--- config.mk ---
export PLATFORM = sky130hd
export DESIGN_NAME = mem_op_sequencer
export DESIGN_NICKNAME = d
export VERILOG_FILES = /design/src/rtl/mem_op_pkg.sv /design/src/rtl/mem_op_decode.sv /design/src/rtl/mem_op_sequencer.sv
export SDC_FILE = /design/constraint.sdc
export NUM_CORES = 1
export LEC_CHECK = 0
export CAP_MARGIN = 5
export CELL_PAD_IN_SITES_DETAIL_PLACEMENT = 0
export CELL_PAD_IN_SITES_GLOBAL_PLACEMENT = 2
export CORE_ASPECT_RATIO = 0.5
export CORE_MARGIN = 10
export CORE_UTILIZATION = 18
export CTS_CLUSTER_SIZE = 28
export DETAILED_ROUTE_END_ITERATION = 16
export HOLD_SLACK_MARGIN = 0.08
export PLACE_DENSITY_LB_ADDON = 0.3
export SLEW_MARGIN = 40
export SYNTH_ARGS = -nofsm -noshare
export SYNTH_HDL_FRONTEND = slang
export SYNTH_SLANG_ARGS = --single-unit
--- constraint.sdc ---
create_clock -name Clock -period 2.8 [get_ports Clock]
set_input_delay 0.7 -clock Clock [delete_from_list [all_inputs] [get_ports Clock]]
set_output_delay 0.7 -clock Clock [all_outputs]
set_load 0.01 [all_outputs]
--- src/rtl/mem_op_pkg.sv ---
// Shared constants for the load/store control-step sequencer: state encoding,
// opcodes, wait limit and the bit map of the packed control-strobe bus.
package mem_op_pkg;

  localparam int OPCODE_W = 5;

  localparam logic [OPCODE_W-1:0] LD_OP  = 5'b00000;
  localparam logic [OPCODE_W-1:0] LDI_OP = 5'b00001;
  localparam logic [OPCODE_W-1:0] ST_OP  = 5'b00010;

  localparam logic [3:0] WAIT_MAX = 4'd15;

  // Encoding doubles as the debug step code.
  typedef enum logic [3:0] {
    S_IDLE = 4'd0,
    S_T0   = 4'd7,
    S_T1   = 4'd8,
    S_T2   = 4'd9,
    S_T3   = 4'd10,
    S_T4   = 4'd11,
    S_T5   = 4'd12,
    S_T6   = 4'd13,
    S_T7   = 4'd14,
    S_DONE = 4'd15
  } state_e;

  localparam int CTRL_PCOUT   = 0;
  localparam int CTRL_MARIN   = 1;
  localparam int CTRL_INCPC   = 2;
  localparam int CTRL_ZIN     = 3;
  localparam int CTRL_ZLOWOUT = 4;
  localparam int CTRL_PCIN    = 5;
  localparam int CTRL_READ    = 6;
  localparam int CTRL_MDRIN   = 7;
  localparam int CTRL_MDROUT  = 8;
  localparam int CTRL_IRIN    = 9;
  localparam int CTRL_GRB     = 10;
  localparam int CTRL_BAOUT   = 11;
  localparam int CTRL_YIN     = 12;
  localparam int CTRL_COUT    = 13;
  localparam int CTRL_ADD     = 14;
  localparam int CTRL_GRA     = 15;
  localparam int CTRL_RIN     = 16;
  localparam int CTRL_ROUT    = 17;
  localparam int CTRL_WRITE   = 18;
  localparam int CTRL_W       = 19;

endpackage

--- src/rtl/mem_op_decode.sv ---
// Pure combinational step decode: (state, opcode) -> control strobes, opcode
// legality and whether the current step waits on the memory handshake.
module mem_op_decode
  import mem_op_pkg::*;
(
  input  state_e              state_i,
  input  logic [OPCODE_W-1:0] opcode_i,
  output logic [CTRL_W-1:0]   ctrl_o,
  output logic                is_legal_o,
  output logic                is_wait_o
);

  logic is_ld, is_ldi, is_st;

  assign is_ld  = (opcode_i == LD_OP);
  assign is_ldi = (opcode_i == LDI_OP);
  assign is_st  = (opcode_i == ST_OP);

  always_comb begin
    ctrl_o     = '0;
    is_wait_o  = 1'b0;
    is_legal_o = is_ld | is_ldi | is_st;
    case (state_i)
      S_T0: begin
        ctrl_o[CTRL_PCOUT] = 1'b1;
        ctrl_o[CTRL_MARIN] = 1'b1;
        ctrl_o[CTRL_INCPC] = 1'b1;
        ctrl_o[CTRL_ZIN]   = 1'b1;
      end
      S_T1: begin
        ctrl_o[CTRL_ZLOWOUT] = 1'b1;
        ctrl_o[CTRL_PCIN]    = 1'b1;
        ctrl_o[CTRL_READ]    = 1'b1;
        ctrl_o[CTRL_MDRIN]   = 1'b1;
        is_wait_o            = 1'b1;
      end
      S_T2: begin
        ctrl_o[CTRL_MDROUT] = 1'b1;
        ctrl_o[CTRL_IRIN]   = 1'b1;
      end
      S_T3: begin
        // An illegal opcode leaves the strobes quiet so the datapath is untouched.
        if (is_legal_o) begin
          ctrl_o[CTRL_GRB]   = 1'b1;
          ctrl_o[CTRL_BAOUT] = 1'b1;
          ctrl_o[CTRL_YIN]   = 1'b1;
        end
      end
      S_T4: begin
        ctrl_o[CTRL_COUT] = 1'b1;
        ctrl_o[CTRL_ADD]  = 1'b1;
        ctrl_o[CTRL_ZIN]  = 1'b1;
      end
      S_T5: begin
        if (is_ld || is_st) begin
          ctrl_o[CTRL_ZLOWOUT] = 1'b1;
          ctrl_o[CTRL_MARIN]   = 1'b1;
        end else if (is_ldi) begin
          ctrl_o[CTRL_ZLOWOUT] = 1'b1;
          ctrl_o[CTRL_GRA]     = 1'b1;
          ctrl_o[CTRL_RIN]     = 1'b1;
        end
      end
      S_T6: begin
        if (is_ld) begin
          ctrl_o[CTRL_READ]  = 1'b1;
          ctrl_o[CTRL_MDRIN] = 1'b1;
          is_wait_o          = 1'b1;
        end else if (is_st) begin
          ctrl_o[CTRL_GRA]   = 1'b1;
          ctrl_o[CTRL_ROUT]  = 1'b1;
          ctrl_o[CTRL_MDRIN] = 1'b1;
        end
      end
      S_T7: begin
        if (is_ld) begin
          ctrl_o[CTRL_MDROUT] = 1'b1;
          ctrl_o[CTRL_GRA]    = 1'b1;
          ctrl_o[CTRL_RIN]    = 1'b1;
        end else if (is_st) begin
          ctrl_o[CTRL_WRITE] = 1'b1;
          is_wait_o          = 1'b1;
        end
      end
      default: ;
    endcase
  end

endmodule

--- src/rtl/mem_op_sequencer.sv ---
// Control-step FSM for ld/ldi/st with memory wait handshake and done/illegal
// status. Optional wait watchdog enabled by defining MEM_TIMEOUT_EN.
module mem_op_sequencer
  import mem_op_pkg::*;
(
  input  logic                Clock,
  input  logic                Clear,
  input  logic                start,
  input  logic [OPCODE_W-1:0] ir_opcode,
  input  logic                mem_ready,
  output logic [CTRL_W-1:0]   ctrl,
  output logic                busy,
  output logic                done,
  output logic                illegal,
  output logic                timeout,
  output logic [3:0]          step
);

  state_e              state_q, state_d;
  logic [CTRL_W-1:0]   dec_ctrl;
  logic                is_legal;
  logic                is_wait;
  logic                timeout_hit;

  mem_op_decode u_decode (
    .state_i    (state_q),
    .opcode_i   (ir_opcode),
    .ctrl_o     (dec_ctrl),
    .is_legal_o (is_legal),
    .is_wait_o  (is_wait)
  );

`ifdef MEM_TIMEOUT_EN
  // Counts consecutive not-ready cycles; restarts whenever the state moves on.
  logic [3:0] wait_cnt_q, wait_cnt_d;

  always_comb begin
    wait_cnt_d = wait_cnt_q;
    if (state_d != state_q) begin
      wait_cnt_d = '0;
    end else if (is_wait && !mem_ready) begin
      wait_cnt_d = wait_cnt_q + 4'd1;
    end
  end

  always_ff @(posedge Clock) begin
    if (Clear) begin
      wait_cnt_q <= '0;
    end else begin
      wait_cnt_q <= wait_cnt_d;
    end
  end

  assign timeout_hit = is_wait && (wait_cnt_q == WAIT_MAX);
`else
  assign timeout_hit = 1'b0;
`endif

  always_ff @(posedge Clock) begin
    if (Clear) begin
      state_q <= S_IDLE;
    end else begin
      state_q <= state_d;
    end
  end

  always_comb begin
    state_d = state_q;
    case (state_q)
      S_IDLE:  if (start) state_d = S_T0;
      S_T0:    state_d = S_T1;
      S_T1:    state_d = S_T2;
      S_T2:    state_d = S_T3;
      S_T3:    state_d = is_legal ? S_T4 : S_IDLE;
      S_T4:    state_d = S_T5;
      S_T5:    state_d = (ir_opcode == LDI_OP) ? S_DONE : S_T6;
      S_T6:    state_d = S_T7;
      S_T7:    state_d = S_DONE;
      S_DONE:  state_d = S_IDLE;
      default: state_d = S_IDLE;
    endcase
    // Memory handshake overrides the step progression in wait steps.
    if (timeout_hit) begin
      state_d = S_IDLE;
    end else if (is_wait && !mem_ready) begin
      state_d = state_q;
    end
  end

  always_comb begin
    ctrl    = timeout_hit ? '0 : dec_ctrl;
    busy    = (state_q != S_IDLE);
    done    = (state_q == S_DONE);
    illegal = (state_q == S_T3) && !is_legal;
    timeout = timeout_hit;
    step    = state_q;
  end

endmodule

==> impl_metrics.toml <==
[status]
outcome = "finished, final reports clean"

[clock_network]
clock_sinks = 4
clkLatencyLatePin_ps = 220
hold_buffers = 0
clock_tree.htree_level_count = 1
max-clock-path-buffers = 2
clock_root_buffer = "clkbuf_8"
cts_tree = "done"
tritoncts_buffer_count = 3
cts.clk_slew.worst_paths_ps = 30

[critical_path]
reg_to_reg_setup_timing_slack_ps = 980
regToRegStartpoint = "step[2]"
critical_path_peak_fanout = 3
worst_setup_path_end_kind = "output pin"
worstReg2RegEnd = "step[0]"
worst_r2r_path_depth = 5
worstPathRequired_ps = 2100
critical_setup_path_class = "input pin to output pin"
worst_setup_path_endpoint = "ctrl[15]"
worst_ep_arrival_time_ps = 2020
startpoint = "ir_opcode[2]"
timing.critical_path.from_type = "input pin"

[drt]
initialDrtViolationCount = 43
drcViolationCount = 0
route.vias.total = 819
drt-vias-per-instance = 4.65
drt-wirelength-per-cell_um = 14.8
drtAntennaViolNets = 0
dr.pass1.iters = 4
routed_wirelength_um = 2610

[pwr]
internal_power_uw = 400
ir_drop_mv = 0.151
power_density_relative_to_cell_area_mw_per_mm2 = 643
swShare_pct = 45.2
p_clk_share_pct = 16.7
combinationalPowerShare_pct = 68.6
p_switching_uw = 329
p_seq_share_pct = 14.7
total_leakage_power_nw = 0.478
power_uw = 729

[min_path]
worst_hold_path_type = "register to register"
min-delay-start = "step[2]"

[timing]
final_worst_path_setup_slack_ps = 84.0
maxClockFrequency_ghz = 0.368
final.setup_skew_ps = 1.84
drv_slew = 0
fraction_of_the_cycle_the_final_worst_path_needs_pct = 97.0
rsz_0062_raised_after_global_routing = "false"
period_minus_slack_ps = 2720
setup_viol = 0
finalHoldViolCount = 0

[floorplan]
die_area_sq_mm = 0.00635
die_height_um = 61.6
top_level_ports = 36
starting_utilization_of_the_core_area_pct = 19.7
floorplan.rows = 14
core_area_sq_mm = 0.00315
die_w_um = 103

[cells_and_area]
fin_area_sq_mm = 0.00113
antenna_cells = 0
num-fill-cells = 351
largest_reg_flops = 4
flow.area_growth_from_synthesis_pct = 82.3
layout-drive-gt1-share_pct = 33.1
layout.nets = 147
utilization_pct = 36.0

[logic_synthesis]
synthesis.yosys.warnings = 0
synthesis.instances = 91
syn_area_sq_um = 622
synth-seq-area-share_pct = 12.9
synth_nets = 100
synth-seq-cells = 4
netlist-cell-type-count = 39
avgSynthCellArea_sq_um = 6.83

[grt]
grt_start_max_net_pins = 14
grt_antenna_before_repair = 0
grt_overflow_total = 0
first_global_vias = 805
groute.usage.overall_pct = 8.25
grt_pass1_wl_um = 4060

[place]
placement.io_buffers = 34
pre_cts_slack_ps = -578
dpl_cell_area_sq_mm = 0.00106
gpl.final_weighted_congestion = 0.816
post-dp-hpwl_um = 2090

[run]
drv.max_cap_violation_count = 0
worst min path at each step:
stage / slack, ps / cells after the start / end
6_report: 650 / 2 / step[2]
5_1_grt: 700 / 2 / step[2]
4_1_cts: 650 / 2 / step[2]
3_5_place_dp: 640 / 2 / step[2]
3_3_place_gp: 650 / 2 / step[2]
2_1_floorplan: 680 / 3 / step[2]
synth_stat cells:
master,instances,area [sq um]
nand2_1,7,26.3
nor2_1,7,26.3
buf_4,5,37.5
nor3_1,5,25.0
dfxtp_1,4,80.1
nor2b_1,4,25.0
o21ai_0,4,20.0
o21ai_1,4,20.0
a21oi_1,3,15.0
buf_2,3,15.0
clkbuf_1,3,11.3
inv_1,3,11.3
inv_2,3,11.3
nand2b_1,3,18.8
nand4_1,3,18.8
o31ai_1,3,22.5
a221oi_1,2,17.5
nand3_1,2,10.0
or4_1,2,15.0
xnor2_1,2,17.5
a2111oi_1,1,10.0
a2111oi_2,1,15.0
a211oi_2,1,12.5
a22o_1,1,8.76
a22oi_1,1,7.51
and2_1,1,6.26
and3_1,1,6.26
buf_6,1,11.3
conb_1,1,3.75
mux2i_1,1,10.0
nor4_2,1,12.5
nor4b_1,1,8.76
o211ai_2,1,12.5
o21a_1,1,7.51
o22ai_1,1,6.26
o22ai_2,1,12.5
o31a_1,1,8.76
or2_1,1,6.26
or3_4,1,11.3
critical path, stage by stage:
cell	delay, ps
clkdlybuf4s15_1	200
buf_6	140
nor4_4	330
nand3_2	150
buf_6	130
o31a_1	90
o21ai_1	140
buf_2	150
power by group through the flow:
| stage | combinational [mW] | clock (mW) | sequential [mW] |
|---|---|---|---|
| global placement | 0.503 | 0 | 0.110 |
| CTS | 0.499 | 0.126 | 0.109 |
| finish | 0.500 | 0.122 | 0.107 |
| global route | 0.545 | 0.132 | 0.112 |
| detailed placement | 0.495 | 0 | 0.109 |
| floorplan | 0.320 | 0 | 0.102 |
layer usage:
layer	track usage (%)	wire length, um	up-vias
li1	-	-	417
met1	11.2	1300	365
met2	11.5	1060	35
met3	3.46	226	2
met4	2.36	14	0
met5	0	0	-
stage by stage:
step	std cells	hold WS, ps	setup TNS (ps)
after floorplan	91	683	0
after global placement	170	650	-5610
after detailed placement	170	644	-5890
after CTS	176	652	0
after global routing	176	701	0
final	176	645	0
cells in the final DEF, fill, tap and decap left out, drive strengths merged, types with 4 or more instances in the layout:
master / n
buf: 25
nor2b: 4
nor2: 7
dlygate4sd2: 9
clkbuf: 6
dfxtp: 4
o21ai: 8
nor3: 5
nand2: 7
clkdlybuf4s50: 16
inv: 6
logic make-up (layout without fill, tap and decap cells):
group                  Yosys count  count (layout)  share of synthesized area, %
AO/OA/AOI/OAI                   26              26                          31.6
flip-flops                       4               4                          12.9
multiplexers                     1               1                          1.61
other                            1               1                         0.603
buffers and inverters           18              63                          15.7
XOR/XNOR                         2               2                          2.82
AND/OR/NAND/NOR                 39              39                          34.8
final cells by class:
type	instances	area, sq um	share of cell area, %
sequential	4	80.1	7.06
clock buffer	3	41.3	3.64
timing repair buffer	54	450	39.7
inverter	6	22.5	1.99
multi-input combinational	69	489	43.2
tap	40	50.0	4.42
repair_timing:
item / CTS / global route
setup buffers: 3 / 0
pin swaps: 3 / 6
setup endpoints to repair: 13 / 5
resized for setup: 38 / 12
No activity file was read; power rests on OpenSTA's default activity.
==> RTL change, RTL diff (same flow settings) <==
Change the package constant `OPCODE_W` from 5 to 10.
--- a/src/rtl/mem_op_pkg.sv
+++ b/src/rtl/mem_op_pkg.sv
@@ -4,3 +4,3 @@
 
-  localparam int OPCODE_W = 5;
+  localparam int OPCODE_W = 10;
 
Interface: changed (resized ir_opcode); port bits go from 36 to 41. The function was not compared with the original's and may differ.
==> RTL change against the original RTL <==
The run now ends with setup timing left; synthesized cell count decreased by 5.5%; wire length is 4.9% lower; sequential cell count stayed put; non-clock buffer count is 1 higher; utilization grew 3.5 points; power decreased by 11%; cell area is 4.7% higher; worst setup slack got worse by 200 ps; synthesized area decreased by 8.2%; largest cell class unchanged.
==> RTL change: results (changes against the original RTL) <==
drt total wl=2480 microns (was 2610 microns); GRT Total Usage=8.07% (was 8.25%); fin cells=175 (was 176); Netlist cell types=32 (was 39); largest net degree at the start of global routing=16 (was 14); met2 usage=13.4% (was 11.5%); Met1 Wirelength=1130 microns (was 1300 microns); setup slack after layout=-114 ps (was 84.0 ps); Final nets=151 (was 147); most common library cells after synthesis=10 x nor2_1, 9 x nand2_1 (was 7 x nand2_1, 7 x nor2_1, 5 x buf_4, 5 x nor3_1); worst clock skew=1.62 ps (was 1.84 ps); outcome=complete, but fails checks (was completed); dpl cell area=0.00106 sq mm (about the same); fillcell total=336 (was 351); WL met2=1190 microns (was 1060 microns); Via density=4.49 (was 4.65); Leakage=0.518 nW (was 0.478 nW); Met3 Wirelength=135 microns (was 226 microns); met3 Use GR=2.53% (was 3.46%); Final setup viols=5 (was 0); layout cell share with drive strength beyond 1=37.8% (was 33.1%); number of port buffers=39 (was 34); cells after synthesis=86 (was 91); DP Worst Slack=-968 ps (was -578 ps); Worst path max stage delay=580 ps (was 330 ps); CP top delay family=simple AND/OR/NAND/NOR gates (was buffers and inverters); gpl congestion=0.759 (was 0.816); sequential-to-total area share from yosys stat=14.0% (was 12.9%); grt met1 use=10.1% (was 11.2%); violated checks=setup timing; synth top area cells=dfxtp_1 14%, buf_4 6.6%, nor2_1 6.6%, nand2_1 5.9%, nor4_1 5.5% (was dfxtp_1 13%, buf_4 6.0%, nand2_1 4.2%, nor2_1 4.2%, nor2b_1 4.0%); first-pass GRT wire length=3880 microns (was 4060 microns); hpwl dp=2090 microns (about the same)
[RTL change: worst paths after layout]
path	from	end	slack [ps]	cells past startpoint
setup / recovery	ir_opcode[8]	ctrl[15]	-110	6
hold / removal	step[3]	step[3]	700	3
setup reg to reg	step[1]	step[0]	610	7
hold reg to reg	step[3]	step[3]	700	3
[RTL change: cell families (layout without fill, tap and decap cells)]
group | Yosys count | after routing | share of synthesized area [%]
xor+xnor | 2 | 2 | 3.07
compound gates | 16 | 16 | 19.3
simple gates | 47 | 47 | 45.4
buf+inv | 14 | 63 | 14.0
flops | 4 | 4 | 14.0
mux | 2 | 2 | 3.51
other cells | 1 | 1 | 0.657
[RTL change: worst reg2reg max path, stage by stage (launching register included)]
cell and delay (ps):
dfxtp_1 300, or3b_4 400, or4_4 590, buf_6 150, buf_4 120, o211a_1 230, o22ai_2 140, mux2i_1 190
[RTL change: metrics by stage]
step / setup TNS [ps] / hold slack, ps / power (W) / utilization [%]
after global placement: -9050 / 686 / 0.000521 / 35.1
after detailed placement: -9320 / 695 / 0.000516 / 35.1
final: -434 / 697 / 0.000651 / 39.4
after floorplan: 0 / 677 / 0.000338 / -
after CTS: -630 / 701 / 0.000649 / 38.1
after global routing: -761 / 745 / 0.000701 / 39.4
[RTL change: power by group]
group,internal [W],switching [W],total (W)
Clock,0.0000914,0.0000275,0.000119
Combinational,0.000206,0.000236,0.000441
Sequential,0.0000772,0.0000132,0.0000904
[RTL change: final cells by class]
class | instances | area [sq um] | area share, %
Multi-Input combinational cell | 68 | 499 | 42.0
Timing Repair Buffer | 55 | 498 | 41.9
Inverter | 5 | 18.8 | 1.58
Tap cell | 40 | 50.0 | 4.21
Sequential cell | 4 | 80.1 | 6.74
Clock buffer | 3 | 41.3 | 3.48
